--- src/rtl/ps2_receiver.sv ---
// rtl/ps2_receiver.sv - PS/2 device-to-host frame receiver with status/data word
//
// Purpose:
//    Deserialises 11-bit PS/2 frames (start, 8 data LSB first, odd parity, stop)
//    and holds the last good scancode in a status/data word for the CPU. The
//    CPU acknowledges the word with a one-cycle ps2_read_ack pulse, which clears
//    valid, overrun and parity_err. Receive-only: the PS/2 lines are never driven.
//
// Ports:
//    clk           system clock, all state on the rising edge
//    reset_n       asynchronous active-low reset
//    ps2_clk       raw PS/2 clock from the device (asynchronous)
//    ps2_data      raw PS/2 data from the device (asynchronous)
//    ps2_read_ack  high for one cycle when the CPU acknowledges the word
//    ps2_read      {zeros, parity_err, overrun, valid, scancode[7:0]}

module ps2_receiver #(
   parameter int N       = 32,
   parameter int TIMEOUT = 50000
) (
   input  logic         clk,
   input  logic         reset_n,
   input  logic         ps2_clk,
   input  logic         ps2_data,
   input  logic         ps2_read_ack,
   output logic [N-1:0] ps2_read
);

   localparam int CW = (TIMEOUT > 1) ? $clog2(TIMEOUT) : 1;
   localparam logic [CW-1:0] TO_LAST = CW'(TIMEOUT - 1);

   typedef enum logic [1:0] {
      ST_IDLE,
      ST_DATA,
      ST_PARITY,
      ST_STOP
   } state_t;

   // Synchronisers; clk_prev is one more stage so a falling edge can be seen.
   logic clk_meta_q, clk_meta_d;
   logic clk_sync_q, clk_sync_d;
   logic clk_prev_q, clk_prev_d;
   logic dat_meta_q, dat_meta_d;
   logic dat_sync_q, dat_sync_d;

   // Frame deserialiser
   state_t          state_q, state_d;
   logic [2:0]      bit_cnt_q, bit_cnt_d;
   logic [7:0]      shift_q, shift_d;
   logic            parity_q, parity_d;
   logic [CW-1:0]   to_cnt_q, to_cnt_d;

   // CPU-visible word
   logic [7:0]      scancode_q, scancode_d;
   logic            valid_q, valid_d;
   logic            overrun_q, overrun_d;
   logic            parity_err_q, parity_err_d;

   logic            fall;
   logic            done;
   logic            frame_ok;

   assign fall     = clk_prev_q & ~clk_sync_q;
   assign done     = fall && (state_q == ST_STOP);
   // Odd parity over data+parity, and the stop bit being sampled right now must be 1.
   assign frame_ok = dat_sync_q & (^{shift_q, parity_q});

   always_comb begin
      clk_meta_d = ps2_clk;
      clk_sync_d = clk_meta_q;
      clk_prev_d = clk_sync_q;
      dat_meta_d = ps2_data;
      dat_sync_d = dat_meta_q;
   end

   // Frame FSM: one transition per PS/2 falling edge, plus the inactivity timeout.
   always_comb begin
      state_d   = state_q;
      bit_cnt_d = bit_cnt_q;
      shift_d   = shift_q;
      parity_d  = parity_q;
      to_cnt_d  = to_cnt_q;

      case (state_q)
         ST_IDLE: begin
            // A high data bit on a fall is not a start bit; ignore it.
            if (fall && !dat_sync_q) begin
               state_d   = ST_DATA;
               bit_cnt_d = 3'd0;
            end
         end
         ST_DATA: begin
            if (fall) begin
               shift_d[bit_cnt_q] = dat_sync_q;
               bit_cnt_d          = bit_cnt_q + 3'd1;
               if (bit_cnt_q == 3'd7) begin
                  state_d = ST_PARITY;
               end
            end
         end
         ST_PARITY: begin
            if (fall) begin
               parity_d = dat_sync_q;
               state_d  = ST_STOP;
            end
         end
         ST_STOP: begin
            if (fall) begin
               state_d = ST_IDLE;
            end
         end
         default: begin
            state_d = ST_IDLE;
         end
      endcase

      // A fall in the same cycle as expiry wins: the device is still talking.
      if (state_q == ST_IDLE) begin
         to_cnt_d = '0;
      end else if (fall) begin
         to_cnt_d = '0;
      end else if (to_cnt_q == TO_LAST) begin
         to_cnt_d  = '0;
         state_d   = ST_IDLE;
         bit_cnt_d = 3'd0;
      end else begin
         to_cnt_d = to_cnt_q + CW'(1);
      end
   end

   // Status word: ack clears flags first, then a completing frame is applied on top.
   always_comb begin
      scancode_d   = scancode_q;
      valid_d      = valid_q;
      overrun_d    = overrun_q;
      parity_err_d = parity_err_q;

      if (ps2_read_ack) begin
         valid_d      = 1'b0;
         overrun_d    = 1'b0;
         parity_err_d = 1'b0;
      end

      if (done) begin
         if (frame_ok) begin
            // valid_d already reflects a same-cycle ack, so an acked byte is replaced.
            if (!valid_d) begin
               scancode_d   = shift_q;
               valid_d      = 1'b1;
               parity_err_d = 1'b0;
            end else begin
               overrun_d = 1'b1;
            end
         end else begin
            parity_err_d = 1'b1;
         end
      end
   end

   always_ff @(posedge clk or negedge reset_n) begin
      if (!reset_n) begin
         clk_meta_q   <= 1'b1;
         clk_sync_q   <= 1'b1;
         clk_prev_q   <= 1'b1;
         dat_meta_q   <= 1'b1;
         dat_sync_q   <= 1'b1;
         state_q      <= ST_IDLE;
         bit_cnt_q    <= 3'd0;
         shift_q      <= 8'd0;
         parity_q     <= 1'b0;
         to_cnt_q     <= '0;
         scancode_q   <= 8'd0;
         valid_q      <= 1'b0;
         overrun_q    <= 1'b0;
         parity_err_q <= 1'b0;
      end else begin
         clk_meta_q   <= clk_meta_d;
         clk_sync_q   <= clk_sync_d;
         clk_prev_q   <= clk_prev_d;
         dat_meta_q   <= dat_meta_d;
         dat_sync_q   <= dat_sync_d;
         state_q      <= state_d;
         bit_cnt_q    <= bit_cnt_d;
         shift_q      <= shift_d;
         parity_q     <= parity_d;
         to_cnt_q     <= to_cnt_d;
         scancode_q   <= scancode_d;
         valid_q      <= valid_d;
         overrun_q    <= overrun_d;
         parity_err_q <= parity_err_d;
      end
   end

   assign ps2_read = {{(N - 11){1'b0}}, parity_err_q, overrun_q, valid_q, scancode_q};

endmodule

--- config.mk ---
export PLATFORM = sky130hd
export DESIGN_NAME = ps2_receiver
export DESIGN_NICKNAME = d
export VERILOG_FILES = /design/src/rtl/ps2_receiver.sv
export SDC_FILE = /design/constraint.sdc
export NUM_CORES = 1
export LEC_CHECK = 0
export ABC_CLOCK_PERIOD_IN_PS = 3100
export BUFFER_PORTS_ARGS = -buffer_cell sky130_fd_sc_hd__buf_2
export CAP_MARGIN = 20
export CORE_MARGIN = 4
export CORE_UTILIZATION = 45
export DETAILED_ROUTE_END_ITERATION = 6
export HOLD_SLACK_MARGIN = 0.15
export PLACE_DENSITY = 0.65
export SKIP_CTS_REPAIR_TIMING = 1
export SLEW_MARGIN = 10
export SYNTH_ARGS = -nofsm -noshare
export SYNTH_HDL_FRONTEND = slang
export SYNTH_SLANG_ARGS = --single-unit
export TNS_END_PERCENT = 100
--- constraint.sdc ---
create_clock -name clk -period 3.1 [get_ports clk]
set_clock_uncertainty 0.1 [all_clocks]
set_input_delay 0.155 -clock clk [delete_from_list [all_inputs] [get_ports clk]]
set_output_delay 0.155 -clock clk [all_outputs]
set_load 0.02 [all_outputs]
==> impl_metrics.env, run 1 <==
export IMPL_coreArea_um2=4880
export IMPL_final_cell_count_no_fill=292
export IMPL_synth_compound_area_frac=0.05879
export IMPL_final_cell_mix="dfrtp_1 (41), conb_1 (21), nor2_1 (17), mux2_2 (17), buf_2 (15)"
export IMPL_grt_pass1_wl_um=6665
export IMPL_switching_power_uw=382.7
export IMPL_required_ns=3.18
export IMPL_path_clk_slew_ns=0.08
export IMPL_via_per_inst=5.086
export IMPL_internal_power_uw=945.1
export IMPL_drc=0
export IMPL_grt_pass1_vias=1392
export IMPL_antenna_found_initial=0
export IMPL_power_share_sequential=0.533
export IMPL_place_gp_congestion=0.7638
export IMPL_async_reset_ff_frac=1.000
export IMPL_switching_share=0.2882
export IMPL_cp_num_buf_inv=0
export IMPL_rows=25
export IMPL_crit_path_max_incr_delay_ns=0.52
export IMPL_syn_to_final_growth_pct=7.483
export IMPL_wire_per_inst_um=13.64
export IMPL_outcome="finished, final reports clean"
export IMPL_finalNetCount=232
export IMPL_setup_tns_ns=0
export IMPL_place_worst_setup_slack_ns=0.7669
export IMPL_cts_buffers=5
export IMPL_first_iter_violations=105
export IMPL_synthAdderAreaFrac=0.01603
export IMPL_final_common_cell="dfrtp_1"
export IMPL_die_area_um2=6420
export IMPL_drtAntennaViolNets=0
export IMPL_max_freq_mhz=427.3
export IMPL_syn_area_per_cell_um2=11.25
export IMPL_drive_gt1_frac=0.2133
export IMPL_max_vdd_ir_drop_v=0.0002418
export IMPL_synth_xor_area_share=0.07376
export IMPL_tightest_slew_ns=0.5930
export IMPL_start_util=0.4797
export IMPL_yosys_most_used_dff="dfrtp_1"
export IMPL_final_max_slew_viol_count=0
export IMPL_crit_path_start_kind="register"
export IMPL_cap_violations=0
export IMPL_critical_path_arrival_ns=2.42
export IMPL_place_inst=279
export IMPL_cts_sink_count=46
export IMPL_ys_seq_area_frac=0.4944
export IMPL_cts_buffer_depth=2
export IMPL_period_minus_slack_ns=2.340
export IMPL_clkPwrFrac=0.265
export IMPL_rsz0062_at_grt="false"
export IMPL_yosys_cell_types_count=41
export IMPL_dp_hpwl_um=2679
export IMPL_setup_viol=0
export IMPL_crit_family="multiplexers"
export IMPL_hold_viol_final=0
export IMPL_relSlewSlack=0.6047
export IMPL_cts_tree="yes"
export IMPL_synthCells=208
export IMPL_ctsHtreeMaxLevel=2
export IMPL_synth_mux_area_frac=0.09139
export IMPL_synth_edff_count=0
export IMPL_ys_seq_elements=46
export IMPL_diodes=0
export IMPL_pin_count=37
export IMPL_worstSetupPathType="register to register"
export IMPL_num_vias=1485
export IMPL_port_buffers=15
export IMPL_synth_warnings=0
export IMPL_holdWs_ns=0.2581
export IMPL_worstSetupEndpointType="register"
export IMPL_powerDensity_nw_per_um2=527.7
export IMPL_combinationalPowerShare=0.202
export IMPL_power_mw=1.328
export IMPL_dr_pass1_iters=4
export IMPL_fin_ws_ns=0.7598
export IMPL_die_h_um=80.13
export IMPL_synth_simple_area_share=0.1694
export IMPL_insertion_delay_ns=0.30
export IMPL_dieWidth_um=80.13
export IMPL_path_cells="xor3_4 > or4b_4 > mux2i_4 > mux2_2"
export IMPL_synth_top_family_by_area="simple AND/OR/NAND/NOR gates"
export IMPL_worstPathMaxFanout=8
export IMPL_hp_class="register to register"
export IMPL_cellLeakagePower_nw=1.176
export IMPL_crit_path_top_delay_cell="xor3_4"
export IMPL_synth_area_um2=2341
export IMPL_drt_wl_total_um=3983
export IMPL_post_route_period_util=0.7549
export IMPL_grt_overflow_total=0
export IMPL_grt_use_total=0.1350
export IMPL_grt_max_degree=47
export IMPL_cts_root_buf="clkbuf_8"
Yosys cell counts, types with 3 or more instances:
cell	instances	area, µm²
mux2_2	17	191.4
clkbuf_1	7	26.28
inv_1	4	15.01
buf_4	24	180.2
dfstp_2	5	131.4
nand2_1	7	26.28
nor3b_1	3	22.52
and4_1	3	26.28
nor2b_1	3	18.77
ha_1	3	37.54
nand4_1	5	31.28
dfrtp_1	41	1026
nand3_1	6	30.03
nand2b_1	3	18.77
nor2_1	17	63.81
nor3_1	3	15.01
o21ai_0	6	30.03
xor2_1	9	78.83
xnor2_1	5	43.79
a21oi_1	8	40.04
metrics by stage:
step                area (µm²)  utilization
floorplan                 2416            -
global placement          2369       0.4854
detailed placement        2369       0.4854
CTS                       2449       0.5018
global route              2516       0.5156
finish                    2516       0.5156
worst paths after layout:
check	end	start	slack (ns)	cells after the start
min in group asynchronous	to_cnt_q[2]	reset_n	0.30	2
worst min-delay path	dat_sync_q	dat_meta_q	0.26	0
max in group asynchronous	clk_prev_q	reset_n	2.00	3
worst min register to register	dat_sync_q	dat_meta_q	0.26	0
worst max register to register	scancode_q[0]	shift_q[0]	0.76	4
worst max-delay path	scancode_q[0]	shift_q[0]	0.76	4
final cells by class:
cell class | instances | area (µm²)
Fill cell | 465 | 2364
Tap cell | 67 | 83.83
Timing Repair Buffer | 20 | 142.6
Multi-Input combinational cell | 147 | 1037
Clock buffer | 8 | 80.08
Sequential cell | 46 | 1157
Inverter | 4 | 15.01
routing by layer:
metal / track usage / part of all wire / vias to the layer above
li1: - / - / 709
met5: 0 / 0 / -
met2: 0.1970 / 0.43 / 50
met1: 0.1884 / 0.49 / 720
met4: 0.06081 / 0.019 / 0
met3: 0.03363 / 0.062 / 6
power groups by stage:
stage	clock (mW)	combinational, mW	sequential [mW]
global route	0.392	0.291	0.718
CTS	0.368	0.263	0.706
floorplan	0	0.256	0.690
detailed placement	0	0.261	0.719
global placement	0	0.262	0.716
finish	0.351	0.268	0.708
kinds of logic after synthesis:
group,after synthesis
adders and majority gates,3
other,1
buffers and inverters,35
and+or+nand+nor,67
DFF,46
muxes,18
xor gates and xnor gates,16
AOI/OAI and AO/OA,22
flip-flops by register name, indices dropped and copies added, names as in the netlist, 2 cells and up:
register,count
to_cnt_q,16
scancode_q,8
shift_q,8
bit_cnt_q,3
state_q,2
(Power assumes the default switching activity.)
==> inputs of run 2 (changes only) <==
Settings changed: ABC_CLOCK_PERIOD_IN_PS 3100 to 2400.
Clock period 3.1 ns to 2.4 ns, I/O delays scaled along.
==> run 2 against run 1 <==
  * First-iteration DRC count down 50%
  * Sequential power grew 28%
  * Global-route usage rose by 0.080 points
  * Largest power group unchanged
  * Highest routed layer unchanged
  * Critical endpoint is now scancode_q[6]
  * Routed wire length fell by 3.5%
==> impl_metrics.env, run 2 (synthesized netlist as in run 1, its figures left out) <==
export IMPL_cts_sink_count=46
export IMPL_r2r_start="shift_q[0]"
export IMPL_rr_worst_depth=5
export IMPL_worstPathMaxFanout=8
export IMPL_powerDensity_nw_per_um2=755.9
export IMPL_grt_pass1_wl_um=6775
export IMPL_crit_path_end="scancode_q[6]"
export IMPL_final_cell_count_no_fill=295
export IMPL_final_common_cell="dfrtp_1"
export IMPL_max_vdd_ir_drop_v=0.0004928
export IMPL_required_ns=2.49
export IMPL_wire_per_inst_um=13.03
export IMPL_post_route_period_util=0.9434
export IMPL_relSlewSlack=0.6095
export IMPL_grt_pass1_vias=1408
export IMPL_place_inst=282
export IMPL_via_per_inst=4.912
export IMPL_hold_viol_final=0
export IMPL_finalNetCount=235
export IMPL_power_mw=1.961
export IMPL_tightest_slew_ns=0.5858
export IMPL_rows=25
export IMPL_insertion_delay_ns=0.30
export IMPL_antenna_found_initial=0
export IMPL_hp_class="register to register"
export IMPL_crit_path_start_kind="register"
export IMPL_outcome="finished, final reports clean"
export IMPL_cts_buffer_depth=2
export IMPL_ctsHtreeMaxLevel=2
export IMPL_max_freq_mhz=441.7
export IMPL_diodes=0
export IMPL_die_h_um=80.13
export IMPL_setup_viol=0
export IMPL_regMostFlops="to_cnt_q"
export IMPL_cts_root_buf="clkbuf_8"
export IMPL_dr_pass1_iters=4
export IMPL_critical_path_arrival_ns=2.35
export IMPL_worstSetupEndpointType="register"
export IMPL_grt_use_total=0.1358
export IMPL_final_max_slew_viol_count=0
export IMPL_drc=0
export IMPL_reg_largest_list="to_cnt_q x16, scancode_q x8, shift_q x8"
export IMPL_pin_count=37
export IMPL_dieWidth_um=80.13
export IMPL_final_cell_mix="dfrtp_1 (41), conb_1 (21), nor2_1 (17), mux2_2 (17), buf_2 (15)"
export IMPL_drive_gt1_frac=0.2368
export IMPL_place_gp_congestion=0.7674
export IMPL_first_iter_violations=52
export IMPL_cap_violations=0
export IMPL_period_minus_slack_ns=2.264
export IMPL_r2r_slack_ns=0.14
export IMPL_coreArea_um2=4880
export IMPL_worstSetupPathType="register to register"
export IMPL_die_area_um2=6420
export IMPL_drt_wl_total_um=3844
export IMPL_cts_tree="yes"
export IMPL_reg2reg_to="scancode_q[6]"
export IMPL_num_vias=1449
export IMPL_largest_reg_flops=16
export IMPL_port_buffers=15
export IMPL_drtAntennaViolNets=0
export IMPL_start_util=0.4797
export IMPL_cellLeakagePower_nw=1.218
export IMPL_grt_max_degree=47
export IMPL_cts_buffers=5
export IMPL_path_clk_slew_ns=0.08
export IMPL_syn_to_final_growth_pct=10.80
export IMPL_setup_tns_ns=0
export IMPL_rsz0062_at_grt="false"
export IMPL_cp_startpoint="shift_q[0]"
export IMPL_grt_overflow_total=0
export IMPL_worstHoldStart="dat_meta_q"
export IMPL_dp_hpwl_um=2592
[run 2: worst min path at each step]
stage | endpoint | slack [ns] | cells past startpoint
final | dat_sync_q | 0.26 | 0
after global routing | clk_prev_d | 0.27 | 0
after CTS | dat_meta_q | -0.20 | 1
after detailed placement | clk_meta_q | 0.13 | 1
after global placement | dat_meta_q | 0.13 | 1
after floorplan | bit_cnt_q[0] | -0.28 | 0
[run 2: per-stage QoR]
| step | hold slack, ns | util | setup WS (ns) | instance area (µm²) |
|---|---|---|---|---|
| final | 0.2589 | 0.5315 | 0.1359 | 2594 |
| after global routing | 0.2666 | 0.5315 | 0.05880 | 2594 |
| after CTS | -0.1958 | 0.5192 | 0.04985 | 2534 |
| after detailed placement | 0.1275 | 0.4900 | 0.06993 | 2391 |
| after global placement | 0.1270 | 0.4900 | 0.09137 | 2391 |
| after floorplan | -0.2756 | - | 0.2129 | 2416 |
[run 2: area by class of cell]
type,instances,area [µm²]
clock buffers,6,82.58
flip-flops and latches,46,1157
inverters,4,15.01
repair buffers,23,157.7
well taps,67,83.83
multi-input cells,147,1037
clock inverters,2,60.06
fillers,439,2286
[run 2: report_power, final]
part | internal (mW) | switching (mW)
Combinational | 0.173 | 0.178
Sequential | 0.838 | 0.0702
Clock | 0.444 | 0.257
[run 2: routing by layer]
metal	vias to the layer above	track usage	routed length, µm
met5	-	0	0
met4	0	0.05574	76
met3	7	0.03251	209
met2	39	0.1921	1561
met1	676	0.1984	1997
li1	727	-	-
[run 2: worst max-delay path, stage by stage, from the launching register on]
cell and delay, ns:
dfrtp_1 0.37, xor3_4 0.52, or4b_4 0.51, mux2i_4 0.18, buf_12 0.15, mux2_2 0.33
